$ cat config.mk
export PLATFORM = sky130hd
export DESIGN_NAME = bcd_serial_subtractor_flat
export DESIGN_NICKNAME = d
export VERILOG_FILES = /design/src/rtl/bcd_serial_subtractor_if.sv /design/src/rtl/bcd_serial_subtractor.sv /design/src/flat_wrapper.sv
export SDC_FILE = /design/constraint.sdc
export NUM_CORES = 1
export LEC_CHECK = 0
export CORE_MARGIN = 2
export CORE_UTILIZATION = 45
export CTS_BUF_LIST = sky130_fd_sc_hd__clkbuf_8
export DETAILED_ROUTE_END_ITERATION = 10
export PLACE_DENSITY = 0.71
export SETUP_SLACK_MARGIN = 0.4
export SYNTH_ARGS = -nofsm -noshare
export SYNTH_HDL_FRONTEND = slang
export SYNTH_SLANG_ARGS = --single-unit
$ cat constraint.sdc
create_clock -name clk -period 4.07 [get_ports clk]
set_input_delay 0.814 -clock clk [delete_from_list [all_inputs] [get_ports clk]]
set_output_delay 0.814 -clock clk [all_outputs]
set_load 0.1 [all_outputs]
$ cat src/rtl/bcd_serial_subtractor_if.sv
`default_nettype none
// ============================================================================
// Module   : bcd_serial_subtractor_if
// Brief    : Request/result bundle for the digit-serial BCD subtractor.
//            Master drives operands and start; slave returns status/result.
// Revision : 1.0  initial release
// ============================================================================
interface bcd_serial_subtractor_if #(
  parameter int DIGITS = 4
);
  logic                  start;
  logic [4*DIGITS-1:0]   a;
  logic [4*DIGITS-1:0]   b;
  logic                  bin;
  logic                  busy;
  logic                  done;
  logic [4*DIGITS-1:0]   diff;
  logic                  bout;
  logic                  invalid;

  modport master (
    output start, a, b, bin,
    input  busy, done, diff, bout, invalid
  );

  modport slave (
    input  start, a, b, bin,
    output busy, done, diff, bout, invalid
  );
endinterface
`default_nettype wire

$ cat src/rtl/bcd_serial_subtractor.sv
`default_nettype none
// ============================================================================
// Module   : bcd_serial_subtractor
// Brief    : Digit-serial packed-BCD subtractor, diff = A - B - Bin, one digit
//            per clock, least-significant digit first, start/busy/done.
// Revision : 1.0  initial release
// ============================================================================
module bcd_serial_subtractor #(
  parameter int DIGITS = 4
) (
  input  logic                  clk,
  input  logic                  rst_n,
  bcd_serial_subtractor_if.slave bus
);

  localparam int W  = 4 * DIGITS;
  localparam int IW = (DIGITS > 1) ? $clog2(DIGITS) : 1;

  localparam logic [0:0]    S_IDLE   = 1'b0;
  localparam logic [0:0]    S_RUN    = 1'b1;
  localparam logic [IW-1:0] LAST_IDX = IW'(DIGITS - 1);

  logic [0:0]    state_q, state_d;
  logic [W-1:0]  a_q, b_q;
  logic [W-1:0]  diff_q, diff_d;
  logic [IW-1:0] idx_q;
  logic          borrow_q, borrow_d;
  logic          abort_q;
  logic          bout_q;
  logic          invalid_q;
  logic          done_q;

  logic          w_accept;
  logic          w_last;
  logic [DIGITS-1:0] w_bad;
  logic [3:0]    w_a_dig, w_b_dig, w_dig;
  logic [4:0]    w_t;

  assign w_accept = (state_q == S_IDLE) && bus.start;
  assign w_last   = (idx_q == LAST_IDX);

  // Per-digit range check on the operands presented at the accept edge
  for (genvar k = 0; k < DIGITS; k++) begin : g_digit_chk
    assign w_bad[k] = (bus.a[4*k +: 4] > 4'd9) || (bus.b[4*k +: 4] > 4'd9);
  end

  // State register
  always_ff @(posedge clk or negedge rst_n) begin
    if (!rst_n) state_q <= S_IDLE;
    else        state_q <= state_d;
  end

  // Next-state: leave IDLE on start, return after the last digit or an abort
  always_comb begin
    state_d = state_q;
    case (state_q)
      S_IDLE:  if (bus.start) state_d = S_RUN;
      S_RUN:   if (abort_q || w_last) state_d = S_IDLE;
      default: state_d = S_IDLE;
    endcase
  end

  // Outputs: busy follows the RUN state, results come straight from registers
  always_comb begin
    bus.busy    = (state_q == S_RUN);
    bus.done    = done_q;
    bus.diff    = diff_q;
    bus.bout    = bout_q;
    bus.invalid = invalid_q;
  end

  // One digit of subtraction; a negative 5-bit result wraps by adding ten
  always_comb begin
    w_a_dig  = a_q[{idx_q, 2'b00} +: 4];
    w_b_dig  = b_q[{idx_q, 2'b00} +: 4];
    w_t      = {1'b0, w_a_dig} - {1'b0, w_b_dig} - {4'b0000, borrow_q};
    w_dig    = w_t[4] ? (w_t[3:0] + 4'd10) : w_t[3:0];
    borrow_d = w_t[4];
    diff_d   = diff_q;
    diff_d[{idx_q, 2'b00} +: 4] = w_dig;
  end

  // Datapath: operand latch on accept, digit update while running, done pulse
  always_ff @(posedge clk or negedge rst_n) begin
    if (!rst_n) begin
      a_q       <= '0;
      b_q       <= '0;
      diff_q    <= '0;
      idx_q     <= '0;
      borrow_q  <= 1'b0;
      abort_q   <= 1'b0;
      bout_q    <= 1'b0;
      invalid_q <= 1'b0;
      done_q    <= 1'b0;
    end else begin
      done_q <= 1'b0;
      if (w_accept) begin
        a_q       <= bus.a;
        b_q       <= bus.b;
        diff_q    <= '0;
        bout_q    <= 1'b0;
        invalid_q <= 1'b0;
        idx_q     <= '0;
        borrow_q  <= bus.bin;
        abort_q   <= |w_bad;
      end else if (state_q == S_RUN) begin
        if (abort_q) begin
          invalid_q <= 1'b1;
          diff_q    <= '0;
          bout_q    <= 1'b0;
          done_q    <= 1'b1;
          abort_q   <= 1'b0;
        end else begin
          diff_q   <= diff_d;
          borrow_q <= borrow_d;
          idx_q    <= idx_q + 1'b1;
          if (w_last) begin
            bout_q <= borrow_d;
            done_q <= 1'b1;
          end
        end
      end
    end
  end

endmodule
`default_nettype wire

$ cat src/flat_wrapper.sv
// flat-port wrapper written by rule: the top's interface ports become plain ports
module bcd_serial_subtractor_flat 
#(
  parameter int DIGITS = 4
)
  (clk, rst_n, bus_start, bus_a, bus_b, bus_bin, bus_busy, bus_done, bus_diff, bus_bout, bus_invalid);
  bcd_serial_subtractor_if #(.DIGITS(DIGITS)) bus_i ();
  input  logic clk;
  input  logic rst_n;
  input wire logic [$bits(bus_i.start)-1:0] bus_start;
  input wire logic [$bits(bus_i.a)-1:0] bus_a;
  input wire logic [$bits(bus_i.b)-1:0] bus_b;
  input wire logic [$bits(bus_i.bin)-1:0] bus_bin;
  output wire logic [$bits(bus_i.busy)-1:0] bus_busy;
  output wire logic [$bits(bus_i.done)-1:0] bus_done;
  output wire logic [$bits(bus_i.diff)-1:0] bus_diff;
  output wire logic [$bits(bus_i.bout)-1:0] bus_bout;
  output wire logic [$bits(bus_i.invalid)-1:0] bus_invalid;
  assign bus_i.start = bus_start;
  assign bus_i.a = bus_a;
  assign bus_i.b = bus_b;
  assign bus_i.bin = bus_bin;
  assign bus_busy = bus_i.busy;
  assign bus_done = bus_i.done;
  assign bus_diff = bus_i.diff;
  assign bus_bout = bus_i.bout;
  assign bus_invalid = bus_i.invalid;
  bcd_serial_subtractor #(.DIGITS(DIGITS)) u_core (.clk(clk), .rst_n(rst_n), .bus(bus_i));
endmodule
==> impl_results.md <==
* First-pass iteration count of the detailed router at 4
* Drt initial violations at 170
* Placed insts at 423
* Fin crit period at 3401 ps
* Post-synth cell types at 33
* Multi-input logic area at 0.001289 mm²
* FILL cells at 532
* Post-synthesis register bit count at 56
* Avg WL per Cell at 14.06 µm
* DRC at 0
* Die area at 0.006899 mm²
* Slew Limit Fails at 0
* Fin. Hold Viols at 0
* Worst-path clk slew at 110 ps
* Worst-margin pin slew at 971.0 ps
* Yosys Warn Count at 0
* Ant. Diodes at 0
* Area grow syn2layout at 25.04%
* Vias in the first global route at 2,270
* Root Buffer: clkbuf_8
* Initial antenna violation count at 0
* Gr ovfl total at 0
* Core Box Area at 0.005991 mm²
* Mapped Area at 0.002813 mm²
* WHS Endpoint: u_core.a_q[15]
* Peak Freq at 0.2940 GHz
* Die width at 83.06 µm
* Syn Inst Count at 302
* Setup CP Type: flop to flop
* CP max stage delay at 620 ps
* Global-route wire length before repair at 10,780 µm
* FF-to-FF End: u_core.bus.diff[3]
* Num CTS Buffers at 5
* RSZ-0062 raised after global routing: no
* Final nets at 402
* Post-CTS Setup Inserts at 0
* Slowest CP cell: dfrtp_1
* CTS tree: done
* Clock skew at 12.49 ps
* Final std cells w/o fill at 431
* Sink Count at 56
* Initial Util at 0.4695
* Later-pin clock latency in the skew report at 320 ps
* Reg2reg path depth at 10
* Final WL at 6061 µm
* Setup tns final at 0 ps
* Hold path cells at 2
* Resize count post-CTS at 0
* Status: finished, final reports clean
* Endpoints failing setup at 0
* Placer Congestion at 0.7616
* Post-synth EDFFs at 0
* Crit path DAT at 3610 ps
* Layout cells sized above 1 at 0.05337
* Total number of vias at 2,262
* Startpoint types: flop
* CP Capture Type: flop
* Top Ports at 56
* Rows at 28
* HPWL Detailed at 4661 µm
* Hold Crit Class: flop to flop
* Most used flip-flop cell after synthesis: dfrtp_1
* Routed Antenna Nets at 0
* Clock Path Buffers at 2
* HP Start: u_core.a_q[15]
* Slew headroom at 0.3506
* Synth area leaders: dfrtp_1 (50%), nand2_1 (16%), mux4_1 (6.5%)
* Max-cap violations at 0
* Critical-path maximum fanout at 12
* DR vias/cell at 5.248
* Number of H-tree levels at 2
* Largest net degree at the start of global routing at 40
* Ys async rst share at 1.000
* Sequential fraction of the synthesis area at 0.4982
* Cell Chain, Critical Path: mux4_1, fa_1, fa_1, xor2_1, ha_1, and4bb_2, a21oi_1, o211ai_1, xor2_1, o21ai_1
* Post-synth net total at 349
* Hold buffers post-CTS at 0
* R2R Path Start: u_core.idx_q[1]
* Largest area contributor in the netlist: dfrtp_1
* Die height at 83.06 µm
* Reg2reg setup slack at 670 ps
* Gr usage total at 0.1907
* Reg area at 0.001401 mm²
* Synth top area share at 0.4982
* Synth Area per Inst at 9.314 µm²
* Req. time, crit path at 4280 ps
* I/O Buffers at 55
* Final period util at 0.8357
-- worst max-delay path, delay by kind of cell (launching register included) --
kind	cells	cell delay, ps
fa+ha+maj	3	1170
compound gates	3	350
xor+xnor	2	510
simple gates	1	250
mux	1	390
flops	1	620
-- synth_stat cells, types with 2 or more instances --
cell,count
o21ai_0,25
a21oi_1,9
nor2_1,8
fa_1,2
clkbuf_1,4
nand2b_1,2
ha_1,9
xor2_1,3
inv_1,15
dfrtp_1,56
buf_2,7
o211ai_1,2
a32o_1,2
nor2b_1,3
nand2_1,117
mux4_1,7
o21ai_1,4
o22ai_1,8
nand4_1,5
-- worst max-delay path by stage --
stage | from | endpoint | slack, ps | cells after the start
after floorplan | u_core.idx_q[0] | u_core.bus.diff[11] | 560 | 12
after global placement | u_core.idx_q[0] | u_core.bus.diff[11] | 780 | 12
after detailed placement | u_core.idx_q[1] | u_core.bus.diff[3] | 660 | 10
after CTS | u_core.idx_q[1] | u_core.bus.diff[3] | 650 | 10
after global routing | u_core.idx_q[1] | u_core.bus.diff[11] | 420 | 10
final | u_core.idx_q[1] | u_core.bus.diff[3] | 670 | 10
-- cell type report --
cell class / instances / share of cell area
inverters: 15 / 0.01601
clock buffers: 6 / 0.02348
multi-input cells: 218 / 0.3664
flip-flops and latches: 56 / 0.3984
well taps: 75 / 0.02668
repair buffers: 59 / 0.1636
clock inverters: 2 / 0.005336
-- per-layer routing --
layer,vias up,part of all wire,GRT usage
met5,-,0,0
met4,0,0.0058,0.04471
met3,4,0.044,0.04076
met2,65,0.50,0.3226
met1,1074,0.45,0.2521
li1,1119,-,-
-- sequential cells by signal, indices dropped and copies added, names as in the netlist --
register	count
u_core.a_q	16
u_core.b_q	16
u_core.bus.diff	16
u_core.idx_q	2
u_core.abort_q	1
u_core.borrow_q	1
u_core.bus.bout	1
u_core.bus.busy	1
u_core.bus.done	1
u_core.bus.invalid	1
-- through the flow --
stage               utilization  setup WS [ps]  cell area, µm²  hold WS, ps
floorplan                     -          557.6            2813        437.3
global placement         0.5702          779.1            3416        453.8
detailed placement       0.5702          662.8            3416        460.9
CTS                      0.5871          647.8            3517        485.0
global route             0.5871          420.9            3517        498.8
finish                   0.5871          668.8            3517        477.7
-- cell usage in the layout, fill, tap and decap left out, types with 3 or more instances in the layout --
cell type | netlist | routed
a21oi_1 | 9 | 9
buf_4 | 1 | 4
clkbuf_8 | 0 | 6
clkdlybuf4s50_1 | 0 | 54
dfrtp_1 | 56 | 56
ha_1 | 9 | 9
inv_1 | 15 | 15
mux4_1 | 7 | 7
nand2_1 | 117 | 117
nand4_1 | 5 | 5
nor2_1 | 8 | 8
o21ai_0 | 25 | 25
o21ai_1 | 4 | 4
o22ai_1 | 8 | 8
xor2_1 | 3 | 3
-- cells by family (layout without fill, tap and decap cells) --
family	Yosys count	after routing	synth area share
multiplexers	9	9	0.07429
AND/OR/NAND/NOR	141	141	0.2082
XOR/XNOR	4	4	0.01246
flip-flops	56	56	0.4982
AO/OA/AOI/OAI	53	53	0.1081
adder cells (fa/ha/maj)	11	11	0.05427
buffers and inverters	28	82	0.04448
Power is left out: the tool's default activity adds up to more than one toggle a clock period on the data nets, which glitch-free logic cannot reach.
